===== src/rtl/fq_tuner.sv =====
// Frequency tuning stage: applies scaled dial detents to a clamped frequency
// register, then converts the frequency to an NCO tuning word with a serial
// shift-add multiplier. Each new word is announced with a one-cycle strobe.
module fq_tuner #(
  parameter int FREQ_W  = 32,
  parameter int F_INIT  = 7_100_000,
  parameter int F_MIN   = 100_000,
  parameter int F_MAX   = 30_000_000,
  parameter int TW_K    = 17_592_186,
  parameter int TW_FRAC = 16
) (
  input  logic              aclk,
  input  logic              reset,
  input  logic [7:0]        fq_inc,
  input  logic              in_valid,
  input  logic              step_btn,
  output logic [FREQ_W-1:0] freq_hz,
  output logic [2:0]        step_idx,
  output logic [31:0]       tw,
  output logic              tw_valid,
  output logic              busy
);

  localparam int SW    = FREQ_W + 2;
  localparam int KW    = 25;
  localparam int ACC_W = FREQ_W + KW;
  localparam int CW    = $clog2(FREQ_W);

  localparam logic signed [SW-1:0] MINV  = SW'(F_MIN);
  localparam logic signed [SW-1:0] MAXV  = SW'(F_MAX);
  localparam logic [ACC_W-1:0]     K_EXT = ACC_W'(TW_K);

  typedef enum logic [1:0] {S_IDLE, S_APPLY, S_MUL, S_DONE} state_t;

  state_t                  r_state;
  state_t                  w_state_nxt;
  logic                    r_vld_prev;
  logic [FREQ_W-1:0]       r_freq;
  logic [2:0]              r_step;
  logic [2:0]              r_step_lat;
  logic signed [7:0]       r_inc;
  logic signed [7:0]       r_pend;
  logic [2:0]              r_pend_step;
  logic [31:0]             r_tw;
  logic                    r_tw_vld;
  logic [FREQ_W-1:0]       r_mplr;
  logic [ACC_W-1:0]        r_mcand;
  logic [ACC_W-1:0]        r_acc;
  logic [CW-1:0]           r_cnt;

  logic                    w_req;
  logic                    w_inc_nz;
  logic signed [7:0]       w_inc;
  logic signed [SW-1:0]    w_inc_ext;
  logic signed [SW-1:0]    w_delta;
  logic signed [SW-1:0]    w_sum;
  logic [FREQ_W-1:0]       w_new_freq;
  logic                    w_unused;

  // Step size in Hz for a given step index, in the signed update domain.
  function automatic logic signed [SW-1:0] step_val(input logic [2:0] idx);
    case (idx)
      3'd0:    return SW'(1);
      3'd1:    return SW'(10);
      3'd2:    return SW'(100);
      3'd3:    return SW'(1_000);
      3'd4:    return SW'(10_000);
      3'd5:    return SW'(100_000);
      default: return SW'(1);
    endcase
  endfunction

  // Clamp a signed candidate frequency into [F_MIN, F_MAX].
  function automatic logic [FREQ_W-1:0] clamp_freq(input logic signed [SW-1:0] s);
    if (s < MINV)      return FREQ_W'(F_MIN);
    else if (s > MAXV) return FREQ_W'(F_MAX);
    else               return s[FREQ_W-1:0];
  endfunction

  // Saturating add of two detent counts into the 8-bit signed range.
  function automatic logic signed [7:0] sat_add8(input logic signed [7:0] a,
                                                 input logic signed [7:0] b);
    logic signed [8:0] s;
    s = 9'(a) + 9'(b);
    if (s > 9'sd127)       return 8'sd127;
    else if (s < -9'sd128) return -8'sd128;
    else                   return s[7:0];
  endfunction

  assign w_inc      = $signed(fq_inc);
  assign w_inc_nz   = (fq_inc != 8'd0);
  assign w_req      = in_valid & ~r_vld_prev;
  assign w_inc_ext  = SW'(r_inc);
  assign w_delta    = w_inc_ext * step_val(r_step_lat);
  assign w_sum      = $signed({2'b00, r_freq}) + w_delta;
  assign w_new_freq = clamp_freq(w_sum);

  // Accumulator bits outside the tuning-word window only feed carries.
  assign w_unused = &{1'b0, r_acc[ACC_W-1:TW_FRAC+32], r_acc[TW_FRAC-1:0]};

  // State register; reset restarts with the init pass in APPLY.
  always_ff @(posedge aclk) begin
    if (reset) r_state <= S_APPLY;
    else       r_state <= w_state_nxt;
  end

  // Next-state decode.
  always_comb begin
    w_state_nxt = r_state;
    case (r_state)
      S_IDLE:  if ((r_pend != 8'sd0) || (w_req && w_inc_nz)) w_state_nxt = S_APPLY;
      S_APPLY: w_state_nxt = S_MUL;
      S_MUL:   if (r_cnt == '0) w_state_nxt = S_DONE;
      S_DONE:  w_state_nxt = S_IDLE;
      default: w_state_nxt = S_IDLE;
    endcase
  end

  // State-derived outputs.
  always_comb begin
    busy = (r_state != S_IDLE);
  end

  // Step index: advances on each button pulse, wrapping after 100 kHz.
  always_ff @(posedge aclk) begin
    if (reset)         r_step <= 3'd3;
    else if (step_btn) r_step <= (r_step == 3'd5) ? 3'd0 : r_step + 3'd1;
  end

  // Request capture, pending merge, frequency update and tuning-word output.
  always_ff @(posedge aclk) begin
    if (reset) begin
      r_vld_prev  <= 1'b0;
      r_freq      <= FREQ_W'(F_INIT);
      r_inc       <= 8'sd0;
      r_step_lat  <= 3'd3;
      r_pend      <= 8'sd0;
      r_pend_step <= 3'd3;
      r_tw        <= 32'd0;
      r_tw_vld    <= 1'b0;
    end else begin
      r_vld_prev <= in_valid;
      r_tw_vld   <= 1'b0;
      case (r_state)
        S_IDLE: begin
          if (r_pend != 8'sd0) begin
            // Pending work goes first; a coincident fresh request re-fills it.
            r_inc      <= r_pend;
            r_step_lat <= r_pend_step;
            if (w_req && w_inc_nz) begin
              r_pend      <= w_inc;
              r_pend_step <= r_step;
            end else begin
              r_pend <= 8'sd0;
            end
          end else if (w_req && w_inc_nz) begin
            r_inc      <= w_inc;
            r_step_lat <= r_step;
          end
        end
        S_APPLY: r_freq <= w_new_freq;
        S_DONE: begin
          r_tw     <= r_acc[TW_FRAC+31:TW_FRAC];
          r_tw_vld <= 1'b1;
        end
        default: ;
      endcase
      if ((r_state != S_IDLE) && w_req && w_inc_nz) begin
        r_pend      <= sat_add8(r_pend, w_inc);
        r_pend_step <= r_step;
      end
    end
  end

  // Serial multiplier: one multiplier bit per cycle, LSB first.
  always_ff @(posedge aclk) begin
    case (r_state)
      S_APPLY: begin
        r_mplr  <= w_new_freq;
        r_mcand <= K_EXT;
        r_acc   <= '0;
        r_cnt   <= CW'(FREQ_W - 1);
      end
      S_MUL: begin
        r_acc   <= r_acc + (r_mplr[0] ? r_mcand : '0);
        r_mcand <= r_mcand << 1;
        r_mplr  <= r_mplr >> 1;
        r_cnt   <= r_cnt - 1'b1;
      end
      default: ;
    endcase
  end

  assign freq_hz  = r_freq;
  assign step_idx = r_step;
  assign tw       = r_tw;
  assign tw_valid = r_tw_vld;

endmodule


===== config.mk =====
export PLATFORM = sky130hd
export DESIGN_NAME = fq_tuner
export DESIGN_NICKNAME = d
export VERILOG_FILES = /design/src/rtl/fq_tuner.sv
export SDC_FILE = /design/constraint.sdc
export NUM_CORES = 1
export LEC_CHECK = 0
export CORE_ASPECT_RATIO = 0.7
export CORE_MARGIN = 4
export CORE_UTILIZATION = 25
export DETAILED_ROUTE_END_ITERATION = 12
export MAX_ROUTING_LAYER = met4
export PLACE_DENSITY = 0.42
export SETUP_SLACK_MARGIN = 0.5
export SLEW_MARGIN = 20
export SYNTH_ARGS = -nofsm -noshare
export SYNTH_HDL_FRONTEND = slang
export SYNTH_SLANG_ARGS = --single-unit

===== constraint.sdc =====
create_clock -name aclk -period 8.3 [get_ports aclk]
set_clock_uncertainty 0.05 [all_clocks]
set_input_delay 0.83 -clock aclk [delete_from_list [all_inputs] [get_ports aclk]]
set_output_delay 0.83 -clock aclk [all_outputs]
set_load 0.01 [all_outputs]

==> key figures, run 1 <==
Critical path
  • CP max stage delay: 0.57 ns
  • Most numerous cell on the critical path: inv_2
  • Type of element capturing the critical path: flip-flop
  • CP startpoint kind: flip-flop
  • Top delay family on crit path: compound AO/OA/AOI/OAI gates
  • Flop-to-flop setup slack: 0.1 ns
  • Max FO, Critical Path: 8
  • Worst Path Required: 8.56 ns
  • Crit path DAT: 8.47 ns
  • Crit-path slowest cell: fa_1
  • Buffers & Inverters on Critical Path: 6
  • Kind of critical path: reg -> reg

Synthesis
  • Syn_nets: 2128
  • Largest family of logic cells by synthesized area: adder cells
  • Synth top cells by count: 167 x nor2_1, 163 x ha_1, 150 x inv_1, 142 x and2_1, 131 x edfxtp_1
  • Simple logic cell fraction of the synthesized area: 0.185
  • Synth area leader: edfxtp_1
  • Seq cells post-synth: 224
  • Yosys top cell area share: 0.225
  • Syn avg cell area: 9.30 µm²
  • Netlist cell types: 86
  • Synth Area in Compound Gates: 0.166
  • Async SR Flop Fraction: 0
  • Count leader, synth: nor2_1
  • Mux share of post-synthesis cell area: 0.0218
  • Register area share after synthesis: 0.331
  • Post-Synth XOR/XNOR Area: 0.0446
  • Main synth FF type: edfxtp_1
  • Top area cells in the synthesized netlist: edfxtp_1 23%, ha_1 12%, dfxtp_1 11%
  • Post-synth EDFFs: 131
  • Netlist Area Pre-Place: 17500 µm²
  • Synth Instances: 1880
  • Synth Area in Adders: 0.200
  • Yosys warns: 0

Timing
  • Fmax: 122 MHz
  • Tmin final: 8.20 ns
  • Setup violations, final: 0
  • Fin. Hold Viols: 0
  • RSZ-0062 raised after global routing: true
  • Worst Slack Setup Final: 0.0953 ns
  • Worst Tran Pin Value: 1.06 ns
  • Tcrit/Tclk final: 0.989
  • Headroom to the max-slew limit: 0.296
  • Slew Viols, Final: 0

Die
  • I/O pin count: 81
  • Initial Util: 0.255
  • Chip Height: 229 µm
  • Count of standard-cell rows: 80
  • Die area: 74300 µm²
  • Core Region: 68700 µm²
  • Die X: 324 µm

Detailed routing
  • Total vias in the final route: 14000
  • DR vias/cell: 4.66
  • Iter 0 DRT Violations: 855
  • Antenna Nets Post-Route: 0
  • Drc violations: 0
  • Drt pass-1 iters: 5
  • Avg WL per Cell: 16.5 µm
  • Total wire length: 49.9 mm

Clock tree
  • Bufs on Longest Clock Path: 3
  • Skew-Pair Late Insertion Delay: 0.56 ns
  • Clock-pin slew on the worst setup and hold paths: 0.06 ns
  • Clk sinks: 224
  • Clk root buf: clkbuf_16
  • CTS H-tree lvls: 1
  • CTS tree: built
  • Hold Buf Count CTS: 0
  • TritonCTS buffer count: 28

Finish
  • Layout cells sized above 1: 0.171
  • Layout Nets: 2337
  • Layout area overhead: 26.6%
  • Inserted Diodes: 0

Global routing
  • First-pass GRT wire length: 78.0 mm
  • Largest net degree at the start of global routing: 79
  • GRT Total Usage: 0.134
  • Initial antenna violation count: 0
  • Vias in the first global route: 13500
  • Overflow after GRT: 0

Run status
  • Status: completed

Placement
  • Dpl hpwl: 37.8 mm
  • Pre-CTS WS: -0.195 ns
  • IO buf count: 80
  • Final Wtd Congestion: 0.866

Run
  • Max cap viols: 0

Hold path
  • Hold/Removal Path Class: reg -> reg
==> metal layers <==
| metal | vias up | part of all wire | global-route usage |
|---|---|---|---|
| met5 | - | 0 | - |
| met4 | 0 | 0.012 | 0.0193 |
| met3 | 36 | 0.048 | 0.0228 |
| met2 | 234 | 0.38 | 0.174 |
| met1 | 6743 | 0.56 | 0.216 |
| li1 | 7020 | - | - |
==> path summary, 6_finish.rpt <==
check	start	cells after the start	endpoint
hold reg to reg	r_pend_step[2]$_SDFFE_PP0P_	2	r_pend_step[2]$_SDFFE_PP0P_
hold / removal	r_pend_step[2]$_SDFFE_PP0P_	2	r_pend_step[2]$_SDFFE_PP0P_
setup / recovery	r_step_lat[2]$_SDFFE_PP0P_	35	r_mplr[9]$_DFFE_PP_
setup reg to reg	r_step_lat[2]$_SDFFE_PP0P_	35	r_mplr[9]$_DFFE_PP_
==> layout by cell type, fill, tap and decap left out, types with 37 or more instances in the layout <==
cell type        synthesis  final
nor2_1                 167    164
buf_4                    1    158
ha_1                   163    152
inv_1                  150    143
and2_1                 142    138
edfxtp_1               131    131
a21oi_1                127    117
nand2_1                124    113
dfxtp_1                 93     90
clkdlybuf4s50_1          0     79
fa_1                    73     69
xnor2_1                 55     53
a21o_1                  48     48
nand2b_1                41     37
mux2i_1                 37     37
==> registers in the layout (all words and copies together) (netlist names) <==
register / flops
r_cnt: 5
r_step_lat: 3
r_mcand: 47
r_pend: 8
r_vld_prev: 1
freq_hz: 32
r_inc: 8
tw_valid: 1
step_idx: 3
r_pend_step: 3
r_acc: 47
r_mplr: 32
r_state: 2
tw: 32
==> metrics by stage <==
step	TNS, ns	instance area [µm²]	hold slack (ns)	util	cells
CTS	0	21600	0.434	0.314	2996
global placement	0	20300	0.404	0.295	2925
finish	0	22100	0.431	0.322	3013
floorplan	0	17600	0.387	-	1880
global route	-4.90	22100	0.446	0.322	3013
detailed placement	-1.82	20300	0.420	0.295	2925
==> kinds of logic (layout without fill, tap and decap cells) <==
| group | after synthesis | in the layout |
|---|---|---|
| AND/OR/NAND/NOR | 636 | 636 |
| AO/OA/AOI/OAI | 428 | 428 |
| adder cells (fa/ha/maj) | 236 | 236 |
| buffers and inverters | 227 | 458 |
| flip-flops | 224 | 224 |
| XOR/XNOR | 89 | 89 |
| multiplexers | 38 | 38 |
| other | 2 | 2 |
==> layout make-up <==
| class | count | area, µm² |
|---|---|---|
| flip-flops and latches | 224 | 5810 |
| multi-input cells | 1429 | 11500 |
| repair buffers | 255 | 2200 |
| fillers | 7137 | 46500 |
| inverters | 151 | 567 |
| clock buffers | 39 | 793 |
| well taps | 902 | 1130 |
| clock inverters | 13 | 103 |
==> tightest hold or removal path, stage by stage, from the launching register on <==
cell and delay, ns:
dfxtp_1 0.31, nand2_1 0.06, a21oi_1 0.06
==> repair_timing <==
| action | 4_1_cts | 5_1_grt |
|---|---|---|
| setup endpoints to repair | 50 | 50 |
| gates cloned | 0 | 0 |
| buffers inserted | 19 | 17 |
| gates resized for setup | 75 | 92 |
| pin swaps | 56 | 71 |
Power of run 1 is left out: the tool's default activity adds up to more than one toggle a clock period on the data nets, which glitch-free logic cannot reach.
==> run 2, diff against run 1 <==
- CAP_MARGIN: not set -> 20
- SLEW_MARGIN: 20 -> 40
==> run 2 against run 1 <==
Net effect:
- die area is the same
- non-clock buffer count fell by 13
- maximum frequency rose by 1.8%
- cell count is 0.46% lower
- register-to-register slack improved by 0.15 ns
- setup slack better by 0.15 ns
- routed wire length shrank 0.77%
- worst hold slack got worse by 0.00077 ns
- critical endpoint unchanged
- largest cell class unchanged
==> key figures, run 2 (synthesis results as in run 1) <==
Critical path
  • Crit path DAT: 8.33 ns (-0.14 ns)
  • CP max stage delay: 0.52 ns (-0.05 ns)
  • CP startpoint kind: flip-flop
  • Kind of critical path: reg -> reg
  • Max FO, Critical Path: 8 (unchanged)
  • Most numerous cell on the critical path: fa_1
  • Type of element capturing the critical path: flip-flop
  • Crit-path slowest cell: fa_1
  • Flop-to-flop setup slack: 0.24 ns (+0.15 ns)
  • Worst Path Required: 8.57 ns (about the same)

Finish
  • Layout cells sized above 1: 0.168 (-0.00362)
  • Layout area overhead: 25.9%
  • Layout Nets: 2324 (-0.56%)
  • Most common cell after layout, fill and taps aside: nor2_1
  • Biggest regs: r_acc: 47 flops, r_mcand: 47 flops
  • Inserted Diodes: 0 (unchanged)
  • Most frequent cells in the layout: 163 x nor2_1, 151 x buf_4, 150 x ha_1, 143 x inv_1, 138 x and2_1

Placement
  • IO buf count: 80 (unchanged)
  • Dpl hpwl: 37.8 mm (about the same)
  • Final Wtd Congestion: 0.866 (unchanged)

Timing
  • Setup violations, final: 0 (unchanged)
  • Fin. Hold Viols: 0 (unchanged)
  • Tcrit/Tclk final: 0.971 (-0.0176)
  • Final hold slack: 0.431 ns (-0.000767 ns)
  • Slew Viols, Final: 0 (unchanged)
  • Worst Tran Pin Value: 0.806 ns (-0.250 ns)
  • Fmax: 124 MHz (+1.8%)
  • Tmin final: 8.06 ns (-0.146 ns)
  • Headroom to the max-slew limit: 0.463 (+0.166)
  • RSZ-0062 raised after global routing: true

Clock tree
  • CTS tree: built
  • Skew-Pair Late Insertion Delay: 0.57 ns (about the same)
  • Clk root buf: clkbuf_16
  • Hold Buf Count CTS: 0 (unchanged)
  • Bufs on Longest Clock Path: 3 (unchanged)
  • Clk sinks: 224 (unchanged)
  • CTS H-tree lvls: 1 (unchanged)
  • TritonCTS buffer count: 28 (unchanged)
  • Clock-pin slew on the worst setup and hold paths: 0.06 ns (about the same)

Die
  • Initial Util: 0.255 (unchanged)
  • Chip Height: 229 µm (unchanged)
  • Count of standard-cell rows: 80 (unchanged)
  • Core Region: 68700 µm² (unchanged)
  • Die X: 324 µm (unchanged)
  • Die area: 74300 µm² (unchanged)
  • I/O pin count: 81 (unchanged)

Detailed routing
  • Iter 0 DRT Violations: 864 (+1.1%)
  • Avg WL per Cell: 16.5 µm (-0.31%)
  • Total wire length: 49.5 mm (-0.77%)
  • Metal2 WL: 18.8 mm (-1.3%)
  • Drc violations: 0 (unchanged)
  • Antenna Nets Post-Route: 0 (unchanged)
  • Total vias in the final route: 14000 (+0.050%)
  • Met1 wire length: 27.6 mm (-0.80%)
  • DR vias/cell: 4.68 (+0.52%)
  • Drt pass-1 iters: 7 (+2)
  • Max layer used: met4
  • Metal3 WL: 2.43 mm (+0.87%)

Run status
  • Status: completed

Global routing
  • First-pass GRT wire length: 77.2 mm (-0.95%)
  • Initial antenna violation count: 2 (+2)
  • Largest net degree at the start of global routing: 63 (-20%)
  • Vias in the first global route: 13500 (-0.36%)
  • Overflow after GRT: 0 (unchanged)
  • GRT Total Usage: 0.133 (-0.00148)

Run
  • Max cap viols: 0 (unchanged)

Hold path
  • Hold/Removal Path Class: reg -> reg
[run 2: layer usage]
metal	vias up	global-route usage
li1	7006	-
met1	6741	0.214
met4	0	0.0196
met2	253	0.171
met3	40	0.0228
met5	-	-
[run 2: through the flow]
stage | setup slack [ns] | instances | cell area, µm² | setup TNS [ns] | util
finish | 0.241 | 2999 | 22000 | 0 | 0.320
global route | -0.0539 | 2999 | 22000 | -0.129 | 0.320
CTS | 0.177 | 2992 | 21500 | 0 | 0.314
detailed placement | -0.152 | 2927 | 20300 | -1.18 | 0.296
global placement | 0.0251 | 2925 | 20300 | 0 | 0.295
floorplan | 0.501 | 1880 | 17600 | 0 | -
[run 2: layout make-up]
cell class	count	area (µm²)
fill	7088	46700
clock buffer	34	753
timing repair buffer	242	2080
tap	902	1130
clock inverter	17	180
inverter	151	567
sequential	224	5810
multi-input combinational	1429	11500
[run 2: worst paths after layout]
check / start / endpoint / depth (start not counted)
max reg2reg: r_step_lat[2]$_SDFFE_PP0P_ / r_mplr[9]$_DFFE_PP_ / 32
min: r_pend_step[0]$_SDFFE_PP1P_ / r_pend_step[0]$_SDFFE_PP1P_ / 2
min reg2reg: r_pend_step[0]$_SDFFE_PP1P_ / r_pend_step[0]$_SDFFE_PP1P_ / 2
max: r_step_lat[2]$_SDFFE_PP0P_ / r_mplr[9]$_DFFE_PP_ / 32
[run 2: critical path, delay by kind of cell, from the launching register on]
kind	cells	cell delay, ns
xor gates and xnor gates	1	0.18
DFF	1	0.40
and+or+nand+nor	8	1.98
buffers and inverters	4	0.18
adders and majority gates	6	2.56
muxes	1	0.17
AOI/OAI and AO/OA	12	2.27
[run 2: what timing repair did]
action                                  CTS  global route
pin swaps                                27            37
gates resized for setup                  61            88
endpoints found under the setup margin   50            50
buffers inserted                         14             7
Power of run 2 is left out for the same reason.
==> run 3, diff against run 2 <==
- CELL_PAD_IN_SITES_DETAIL_PLACEMENT: not set -> 1
- CELL_PAD_IN_SITES_GLOBAL_PLACEMENT: not set -> 1
- PLACE_DENSITY: 0.42 -> 0.5
==> run 3 against run 2 <==
Net effect:
- global-route usage up 1.4 points
- routed wire length up 9.3%
- critical path depth up 1
- register-to-register slack worse by 0.17 ns
- clock-buffer cell count up 5
- sequential share of layout area down 0.45 points
- final area up 1.7%
- setup slack worse by 0.17 ns
- first-iteration DRC count down 21%
- maximum frequency down 2.1%
- critical path type unchanged
- critical endpoint unchanged
- highest routed layer unchanged
==> key figures, run 3 (synthesis results as in run 1) <==
Run status
  • Status: completed

Clock tree
  • Clock-pin slew on the worst setup and hold paths: 0.06 ns (about the same)
  • Clk root buf: clkbuf_16
  • TritonCTS buffer count: 28 (unchanged)
  • Skew-Pair Late Insertion Delay: 0.56 ns (about the same)
  • Clk sinks: 224 (unchanged)
  • CTS tree: built
  • CTS H-tree lvls: 1 (unchanged)
  • Bufs on Longest Clock Path: 3 (unchanged)

Critical path
  • Crit-path slowest cell: fa_1
  • Kind of critical path: reg -> reg
  • CP startpoint kind: flip-flop
  • CP max stage delay: 0.56 ns (+0.04 ns)
  • Max FO, Critical Path: 12 (+4)
  • Buffers & Inverters on Critical Path: 8 (+4)
  • Type of element capturing the critical path: flip-flop
  • Crit path DAT: 8.49 ns (+0.16 ns)
  • Top delay family on crit path: adder cells
  • Most numerous cell on the critical path: fa_1
  • Worst Path Required: 8.56 ns (about the same)

Timing
  • Fmax: 122 MHz (-2.1%)
  • Headroom to the max-slew limit: 0.442 (-0.0208)
  • Tmin final: 8.23 ns (+0.169 ns)
  • Slew Viols, Final: 0 (unchanged)
  • Worst Slack Setup Final: 0.0723 ns (-0.169 ns)
  • Fin. Hold Viols: 0 (unchanged)
  • Worst Tran Pin Value: 0.837 ns (+0.0312 ns)
  • Setup TNS: 0 ns (unchanged)
  • RSZ-0062 raised after global routing: true
  • Setup violations, final: 0 (unchanged)
  • Tcrit/Tclk final: 0.991 (+0.0203)

Detailed routing
  • Total wire length: 54.1 mm (+9.3%)
  • Drc violations: 0 (unchanged)
  • Iter 0 DRT Violations: 682 (-21%)
  • Metal3 WL: 1.73 mm (-29%)
  • Avg WL per Cell: 17.8 µm (+7.9%)
  • Max layer used: met4
  • Metal2 WL: 21.3 mm (+13%)
  • Drt pass-1 iters: 4 (-3)
  • Met1 wire length: 30.5 mm (+11%)
  • DR vias/cell: 4.71 (+0.62%)
  • Antenna Nets Post-Route: 0 (unchanged)
  • Total vias in the final route: 14300 (+2.0%)

Die
  • Die X: 324 µm (unchanged)
  • I/O pin count: 81 (unchanged)
  • Chip Height: 229 µm (unchanged)
  • Initial Util: 0.255 (unchanged)
  • Count of standard-cell rows: 80 (unchanged)
  • Die area: 74300 µm² (unchanged)
  • Core Region: 68700 µm² (unchanged)

Finish
  • Layout area overhead: 28.1%
  • Layout cells sized above 1: 0.184 (+0.0165)
  • Multi-input combinational cell area: 11500 µm² (-0.12%)
  • Most common cell after layout, fill and taps aside: buf_4
  • Biggest regs: r_acc: 47 flops, r_mcand: 47 flops
  • # fillers: 7872 (+11%)
  • FF/Latch Area: 5810 µm² (about the same)
  • Layout Nets: 2363 (+1.7%)
  • Most frequent cells in the layout: 177 x buf_4, 163 x nor2_1, 152 x ha_1, 140 x inv_1, 132 x and2_1
  • Inserted Diodes: 0 (unchanged)
  • Non-Filler Instances: 3039 (+1.3%)

Placement
  • IO buf count: 80 (unchanged)
  • Pre-CTS WS: -0.248 ns (-0.0958 ns)
  • Post-Place Cells: 2954 (+0.92%)
  • Final Wtd Congestion: 0.857 (-1.0%)
  • Dpl hpwl: 41.3 mm (+9.3%)

Global routing
  • First-pass GRT wire length: 85.0 mm (+10%)
  • Vias in the first global route: 14800 (+9.8%)
  • Initial antenna violation count: 2 (unchanged)
  • Largest net degree at the start of global routing: 89 (+41%)
  • GRT Total Usage: 0.146 (+0.0136)
  • Overflow after GRT: 0 (unchanged)

Hold path
  • Hold/Removal Path Class: reg -> reg

Run
  • Max cap viols: 0 (unchanged)
run 3: worst reg2reg max path, delay by kind of cell (launching register included):
family                   cells  cell delay [ns]
buffers and inverters        8             1.01
adder cells (fa/ha/maj)      6             2.57
AO/OA/AOI/OAI                9             1.52
flip-flops                   1             0.40
multiplexers                 1             0.18
AND/OR/NAND/NOR              9             2.27
run 3: path summary, 6_finish.rpt:
path	from	endpoint	slack, ns	cells past startpoint
hold reg to reg	r_pend_step[2]$_SDFFE_PP0P_	r_pend_step[2]$_SDFFE_PP0P_	0.43	2
hold / removal	r_pend_step[2]$_SDFFE_PP0P_	r_pend_step[2]$_SDFFE_PP0P_	0.43	2
setup reg to reg	r_step_lat[0]$_SDFFE_PP1P_	r_mplr[9]$_DFFE_PP_	0.07	33
setup / recovery	r_step_lat[0]$_SDFFE_PP1P_	r_mplr[9]$_DFFE_PP_	0.07	33
run 3: metrics by stage:
| step | hold WS, ns | cell area (µm²) | utilization |
|---|---|---|---|
| 6_report | 0.430 | 22400 | 0.326 |
| 5_1_grt | 0.461 | 22400 | 0.326 |
| 4_1_cts | 0.438 | 21900 | 0.320 |
| 3_5_place_dp | 0.424 | 20500 | 0.299 |
| 3_3_place_gp | 0.396 | 20500 | 0.298 |
| 2_1_floorplan | 0.387 | 17600 | - |
run 3: timing repair:
action                     in CTS  in global routing
hold buffers                    0                  0
setup endpoints to repair      50                 50
setup buffers                  22                 10
resized for setup              89                 72
pin swaps                      46                 43
run 3: cell type report:
class                      count  area share
inverter                     151      0.0253
timing repair buffer         281       0.109
multi-input combinational   1429       0.513
clock inverter                13     0.00665
clock buffer                  39      0.0363
sequential                   224       0.259
tap                          902      0.0504
run 3: layer usage:
metal | track usage | vias to the layer above
met1 | 0.231 | 7058
met2 | 0.199 | 158
met3 | 0.0202 | 34
met5 | - | -
met4 | 0.0189 | 0
li1 | - | 7065
Power of run 3 is left out for the same reason.
